### src/rtl/gray_frame_writer.sv
// Packs the luma byte of a {g,g,g} pixel stream into 32-bit words (4 pixels per word)
// and writes one frame of NUM_PIXELS pixels sequentially into an output sram.
module gray_frame_writer #(
    parameter int NUM_PIXELS = 600,
    parameter int ADDR_WIDTH = 8
) (
    input  logic                  clk,
    input  logic                  rst,
    input  logic                  start,
    input  logic                  in_valid,
    output logic                  in_ready,
    input  logic [23:0]           in_data,
    output logic                  mem_we,
    output logic [ADDR_WIDTH-1:0] mem_addr,
    output logic [31:0]           mem_wdata,
    output logic                  busy,
    output logic                  done,
    output logic                  err
);

    localparam int CW = $clog2(NUM_PIXELS + 1);

    typedef enum logic [1:0] {IDLE, RUN, DONE} state_t;

    state_t                state, state_next;
    logic [CW-1:0]         pixel_cnt;
    logic [ADDR_WIDTH-1:0] word_cnt;
    logic [1:0]            lane;
    logic [31:0]           pack, pack_merged;
    logic                  accept, last_pixel, issue, pixel_bad;

    assign in_ready   = (state == RUN);
    assign accept     = in_valid && in_ready;
    assign last_pixel = (pixel_cnt == CW'(NUM_PIXELS - 1));
    assign issue      = accept && (lane == 2'd3 || last_pixel);
    assign pixel_bad  = (in_data[23:16] != in_data[15:8]) || (in_data[15:8] != in_data[7:0]);

    // Current byte merged into the pack register so a write carries it on the same edge.
    always_comb begin
        pack_merged = pack;
        pack_merged[8*lane +: 8] = in_data[15:8];
    end

    always_ff @(posedge clk) begin
        if (rst) state <= IDLE;
        else     state <= state_next;
    end

    always_comb begin
        state_next = state;
        case (state)
            IDLE, DONE: if (start) state_next = RUN;
            RUN:        if (accept && last_pixel) state_next = DONE;
            default:    state_next = IDLE;
        endcase
    end

    always_ff @(posedge clk) begin
        if (rst) begin
            pixel_cnt <= '0;
            word_cnt  <= '0;
            lane      <= '0;
            pack      <= '0;
            mem_we    <= 1'b0;
            mem_addr  <= '0;
            mem_wdata <= '0;
            busy      <= 1'b0;
            done      <= 1'b0;
            err       <= 1'b0;
        end else begin
            mem_we <= 1'b0;
            if (state != RUN && start) begin
                pixel_cnt <= '0;
                word_cnt  <= '0;
                lane      <= '0;
                pack      <= '0;
                busy      <= 1'b1;
                done      <= 1'b0;
                err       <= 1'b0;
            end else if (accept) begin
                pixel_cnt <= pixel_cnt + CW'(1);
                lane      <= lane + 2'd1;
                if (pixel_bad) err <= 1'b1;
                if (issue) begin
                    // Unfilled lanes of a final partial word stay 0 since pack was cleared.
                    mem_we    <= 1'b1;
                    mem_wdata <= pack_merged;
                    mem_addr  <= word_cnt;
                    word_cnt  <= word_cnt + ADDR_WIDTH'(1);
                    pack      <= '0;
                end else begin
                    pack <= pack_merged;
                end
                if (last_pixel) begin
                    done <= 1'b1;
                    busy <= 1'b0;
                end
            end
        end
    end

endmodule

### config.mk
export PLATFORM = sky130hd
export DESIGN_NAME = gray_frame_writer
export DESIGN_NICKNAME = d
export VERILOG_FILES = /design/src/rtl/gray_frame_writer.sv
export SDC_FILE = /design/constraint.sdc
export NUM_CORES = 1
export LEC_CHECK = 0
export ABC_CLOCK_PERIOD_IN_PS = 2280
export BUFFER_PORTS_ARGS = -buffer_cell sky130_fd_sc_hd__buf_2
export CAP_MARGIN = 20
export CORE_ASPECT_RATIO = 0.9
export CORE_MARGIN = 5
export CORE_UTILIZATION = 56
export DETAILED_ROUTE_END_ITERATION = 8
export GPL_TIMING_DRIVEN = 0
export MAX_ROUTING_LAYER = met4
export PLACE_DENSITY_LB_ADDON = 0.12
export SLEW_MARGIN = 20
export SYNTH_ARGS = -nofsm -noshare
export SYNTH_HDL_FRONTEND = slang
export SYNTH_SLANG_ARGS = --single-unit
export TNS_END_PERCENT = 30
### constraint.sdc
create_clock -name clk -period 2.28 [get_ports clk]
set_input_delay 0.228 -clock clk [delete_from_list [all_inputs] [get_ports clk]]
set_output_delay 0.228 -clock clk [all_outputs]
set_load 0.03 [all_outputs]
# After elaboration in Yosys (flattened, before gate mapping)
# Index checks and enable logic that the tools add are counted.
[totals] ff_bits=98 input_bits=28 out_inout_bits=45 word_cells=55
[classes] add_sub_neg=4 eq_ne=9 shifts=2 n_mux=9 bitwise=2 n_reduce_logical=18
[op_table] operator="$neg 5->34" n=1
[op_table] operator="$shift 8x34->32 const A" n=1
[op_table] operator="$shiftx 8x34->32" n=1
[op_table] operator="$bwmux 32" n=1
[op_table] operator="$mux 32" n=1
[op_table] operator="$ne 8x8->1" n=2
[op_table] operator="$add 10x1->10 const B" n=1
[op_table] operator="$eq 10x10->1 const B" n=1
[op_table] operator="$reduce_and 2->1" n=5
[op_table] operator="$add 8x1->8 const B" n=1
[op_table] operator="$eq 2x2->1 const B" n=2
[op_table] operator="$logic_and 1x1->1" n=4
[op_table] operator="$mux 1" n=4
[op_table] operator="$mux 2" n=2
[op_table] operator="$ne 2x1->1 const B" n=2
[op_table] operator="$pmux 2 s2" n=1
[op_table] operator="$reduce_bool 2->1" n=2
[op_table] operator="$reduce_or 2->1" n=2
[op_table] operator="$reduce_and 3->1" n=1
[op_table] operator="$reduce_or 3->1" n=1
[op_table] operator="$add 2x1->2 const B" n=1
[op_table] operator="$eq 2x1->1 const B" n=1
[op_table] operator="$logic_not 2->1" n=1
[op_table] operator="$logic_or 1x1->1" n=2
[op_table] operator="other kinds (2)" n=3

# Depth between registers and ports, before layout
[depth] ltp_word=5 ltp_mapped=8 mapped_depth_nobuf=6

# Worst setup path after synthesis
# No wires, ideal clock.
[synth_timing] path_type="register -> register" startpoint="register lane[0]" endpoint="register mem_wdata[12]" setup_time_ns=0.086 arrival_time_ns=1.813 required_ns=2.194 path_slack_ns=0.381 path_stages_with_launch=8 n_path_buf=1 period_less_slack_ns=1.899 cell_sequence="dfxtp_1 -> buf_2 -> inv_1 -> ha_1 -> nand3b_1 -> nor3b_1 -> a21oi_1 -> a211oi_1"
[synth_via] elab_chain_cells=4 elab_cells_between_ends=8 cone_classes="add/sub (1); eq/ne (1); shift (2); mux (1); reduce/logical (3)"
[synth_lines] item="start: declaration" line_no="28" source="logic [1:0] lane;"
[synth_lines] item="start signal: assignment" line_no="82" source="lane <= lane + 2'd1;"
[synth_lines] item="parallel branches: the longest is 4 deep, another holds $neg 5->34"
[synth_lines] item="end signal: assignment" line_no="87" source="mem_wdata <= pack_merged;"
[synth_lines] item="end: declaration" line_no="15" source="output logic [31:0] mem_wdata,"
# Several ways; the timed one is not identified.
# A chain may end at the register's enable or synchronous reset.

# Worst setup path after layout
[layout_timing] startpoint="register lane[0]" endpoint="register mem_wdata[19]"
# Same word-level chain as after synthesis.

==> impl_summary.txt <==
----------------------------------------------------
[Timing]
  Pins over their slew limit ... 0
  Min cycle time layout ... ~2.2 ns
  Final clock skew ... approximately 0.01 ns
  Number of endpoints with negative hold slack in the final report ... 0
  Relative slew slack ... 62.2%
  Setup repair after global routing missed its margin ... true
  Post-route worst hold slack ... 0.174 ns
  Measured slew at the worst slew-check pin ... 0.566 ns
  Final clock period utilization by the worst path ... approximately 95%
  Fmax achieved ... about 460 MHz
  Final setup violating endpoints ... 0

[Routing]
  Drt first pass iters ... 5
  Count of unresolved DRC violations after routing ... 0
  Antenna viol nets, final ... 0
  DR vias ... ~4200
  Vias per std cell ... between 5 and 6
  Total length of routed wires ... approximately 12 mm
  Post-detailed-route wirelength per cell ... 16.7 um
  Detailed Route Iter0 Violations ... about 300

[Logic synthesis]
  Count of synthesis-stage warnings from yosys ... 0
  Syn Inst Count ... between 500 and 600
  Share of async-settable or async-resettable flops after synthesis ... 0%
  Most common flop cell mapped by yosys ... dfxtp_1
  Synth area leader ... dfxtp_1
  Sequential element share of the synthesized area ... 44.6%
  Post-synthesis instance area ... about 4400 sq um
  Flip-flop and latch count after synthesis ... 98
  Average footprint of a synthesized cell ... about 8.4 sq um
  Number of flops mapped to enable cells by yosys ... 0
  Post-synthesis net count ... 562
  Synth top area cells ... dfxtp_1, a21oi_1, nor3_1
  Area share of the leading cell type in the synthesized netlist ... 44.6%
  Yosys cell types ... 46

[Final layout]
  Final layout net count ... 644
  Most common library cell in the layout ignoring fill and taps ... dfxtp_1
  Commonest cells after routing, fill and taps aside ... dfxtp_1, buf_2, a21oi_1, nor3_1, nand2_1
  Final cell utilization of the core ... 66.8%
  Ratio of cells with drive above 1 in the final layout ... 17.8%
  Area Overhead vs Synth ... 15.6%
  Diodes inserted ... 0
  Fin area ... 5090 sq um

[Worst hold path]
  Worst hold path type ... in -> reg

[CTS]
  Number of buffers inserted during clock tree synthesis ... 9
  H-tree depth ... 3
  Clock-pin slew of the registers on the worst-case setup and hold paths ... ~0.090 ns
  Clock Root Buffer ... clkbuf_8
  Post-CTS repair timing setup buffer count ... 0
  CTS tree ... done
  Clock latency at the later pin of the worst-skew pair ... 0.36 ns
  Number of buffers on the longest clock path ... 2
  Total clock sinks ... 98

[Worst setup path]
  Kind of launch point of the worst setup path ... flop
  Endpoint kind of the worst setup timing path ... flop
  Slowest stage cell on the critical path ... o32ai_1
  Largest fanout of any net on the critical path ... 9
  Crit path kind ... reg -> reg
  Delay of the slowest cell on the worst path ... 0.53 ns
  Data required, critical path ... 2.56 ns
  Crit-path cells ... clkbuf_4 -> inv_1 -> ha_1 -> nand4bb_1 -> o32ai_1 -> a21oi_1 -> nor3_1
  Data arrival time of the worst path ... ~2.5 ns

[Placement]
  Weighted congestion reported at the end of routability-driven placement ... between 0.9 and 1
  Placed wire-length estimate ... 8.74 mm
  Instance area at placement ... 4880 sq um
  Total of buffers placed on input and output ports ... 71

[Floorplanning]
  Effective utilization at floorplan ... 57.8%
  Total I/O pin count ... 73
  Die height ... 94.1 um
  Placement row count ... 30
  Area enclosed by the die boundary ... just under 10000 sq um
  Die Width ... approximately 100 um
  Core ar. ... 7620 sq um

[Power and ir drop]
  P per Cell Area ... 601 nW/um^2
  Reported leakage power ... 1.96 nW
  Max IR drop VDD ... about 0.00039 V
  Overall power of the completed layout ... 3.06 mW

[Global route]
  Number of antenna violations at the first check in global routing ... 0
  Overall Global Routing Usage ... 25.9%
  Sum of overflow across all layers after global routing ... 0
  Wire length of the first global-routing pass ... 19.3 mm
  Vias in the first global route ... 3884
  Pin count of the biggest net entering global routing ... 16

[Run]
  Number of max-cap violations ... 0

[Status]
  Outcome ... completed

----------------------------------------------------
-- sequential cells by signal (all words and copies together), names as in the netlist, 2 cells and up --
signal	flops
mem_addr	8
pack	32
word_cnt	8
pixel_cnt	10
state	2
lane	2
mem_wdata	32
-- cells by family (layout without fill, tap and decap cells) --
| family | Yosys count | after routing | synth area share [%] |
|---|---|---|---|
| adder cells (fa/ha/maj) | 7 | 7 | 1.99 |
| flip-flops | 98 | 98 | 44.6 |
| AND/OR/NAND/NOR | 206 | 206 | 24.5 |
| AO/OA/AOI/OAI | 141 | 141 | 20.2 |
| XOR/XNOR | 8 | 8 | 1.59 |
| multiplexers | 4 | 4 | 0.910 |
| buffers and inverters | 63 | 149 | 6.28 |
-- cells in the mapped netlist, drive strengths merged, types with 2 or more instances --
| cell | count |
|---|---|
| a2111o | 2 |
| buf | 21 |
| nor2b | 14 |
| nand4bb | 2 |
| o2bb2ai | 11 |
| or3 | 6 |
| inv | 20 |
| o32ai | 3 |
| xnor2 | 5 |
| dfxtp | 98 |
| nor3 | 55 |
| nand3b | 2 |
| nand4 | 8 |
| nand2 | 40 |
| nor2 | 19 |
| a211oi | 14 |
| a22o | 8 |
| clkbuf | 22 |
| ha | 7 |
| a22oi | 2 |
| and3 | 4 |
| and3b | 2 |
| nand2b | 5 |
| o22ai | 9 |
| nand3 | 38 |
| a21oi | 71 |
| and2 | 3 |
| a221oi | 2 |
| o21ai | 13 |
| nor3b | 2 |
| xor2 | 3 |
| mux2i | 4 |
| and4 | 2 |
-- power by group --
| part | total, mW | switching [mW] | internal, mW | leakage (nW) |
|---|---|---|---|---|
| clock | 1.12 | 0.590 | 0.534 | 0.0994 |
| combinational | 0.209 | 0.143 | 0.0655 | 1.07 |
| sequential | 1.73 | 0.00673 | 1.72 | 0.790 |
| total | 3.06 | 0.740 | 2.32 | 1.96 |
-- through the flow --
step	setup TNS [ns]	cells	setup WS [ns]
after global placement	-0.0511	694	-0.0291
after detailed placement	-0.0676	694	-0.0288
after floorplan	0	527	0.381
after global routing	-0.0943	709	-0.0518
final	0	709	0.105
after CTS	0	709	0.0900
-- worst paths after layout --
kind	start	to	slack, ns	depth (start not counted)
worst min register to register	pack[6]	pack[6]	0.46	2
worst min-delay path	start	busy	0.17	3
worst max-delay path	lane[0]	mem_wdata[19]	0.11	7
worst max register to register	lane[0]	mem_wdata[19]	0.11	7
-- layer usage --
metal	global-route usage [%]	wire, um
met5	-	0
met1	35.5	5410
met2	39.3	5520
met3	4.68	814
met4	6.58	112
-- layout make-up --
cell class                 count  area (sq um)
timing repair buffer          71           355
inverter                      20          75.1
fill                         649          2530
sequential                    98          1960
clock inverter                 4          52.6
tap                           96           120
clock buffer                  11           141
buffer                        43           206
multi-input combinational    366          2180
-- timing repair --
item / in CTS / in global routing
endpoints found under the setup margin: 4 / 29
hold buffers: 0 / 0
resized for setup: 1 / 7
pin swaps: 0 / 1
-- critical path, delay by kind of cell (launching register included) --
family | cells | cell delay, ns
AOI/OAI and AO/OA | 2 | 0.64
and+or+nand+nor | 2 | 0.40
buffers and inverters | 2 | 0.31
DFF | 1 | 0.35
adders and majority gates | 1 | 0.38
Power figures use the tool's default switching activity.
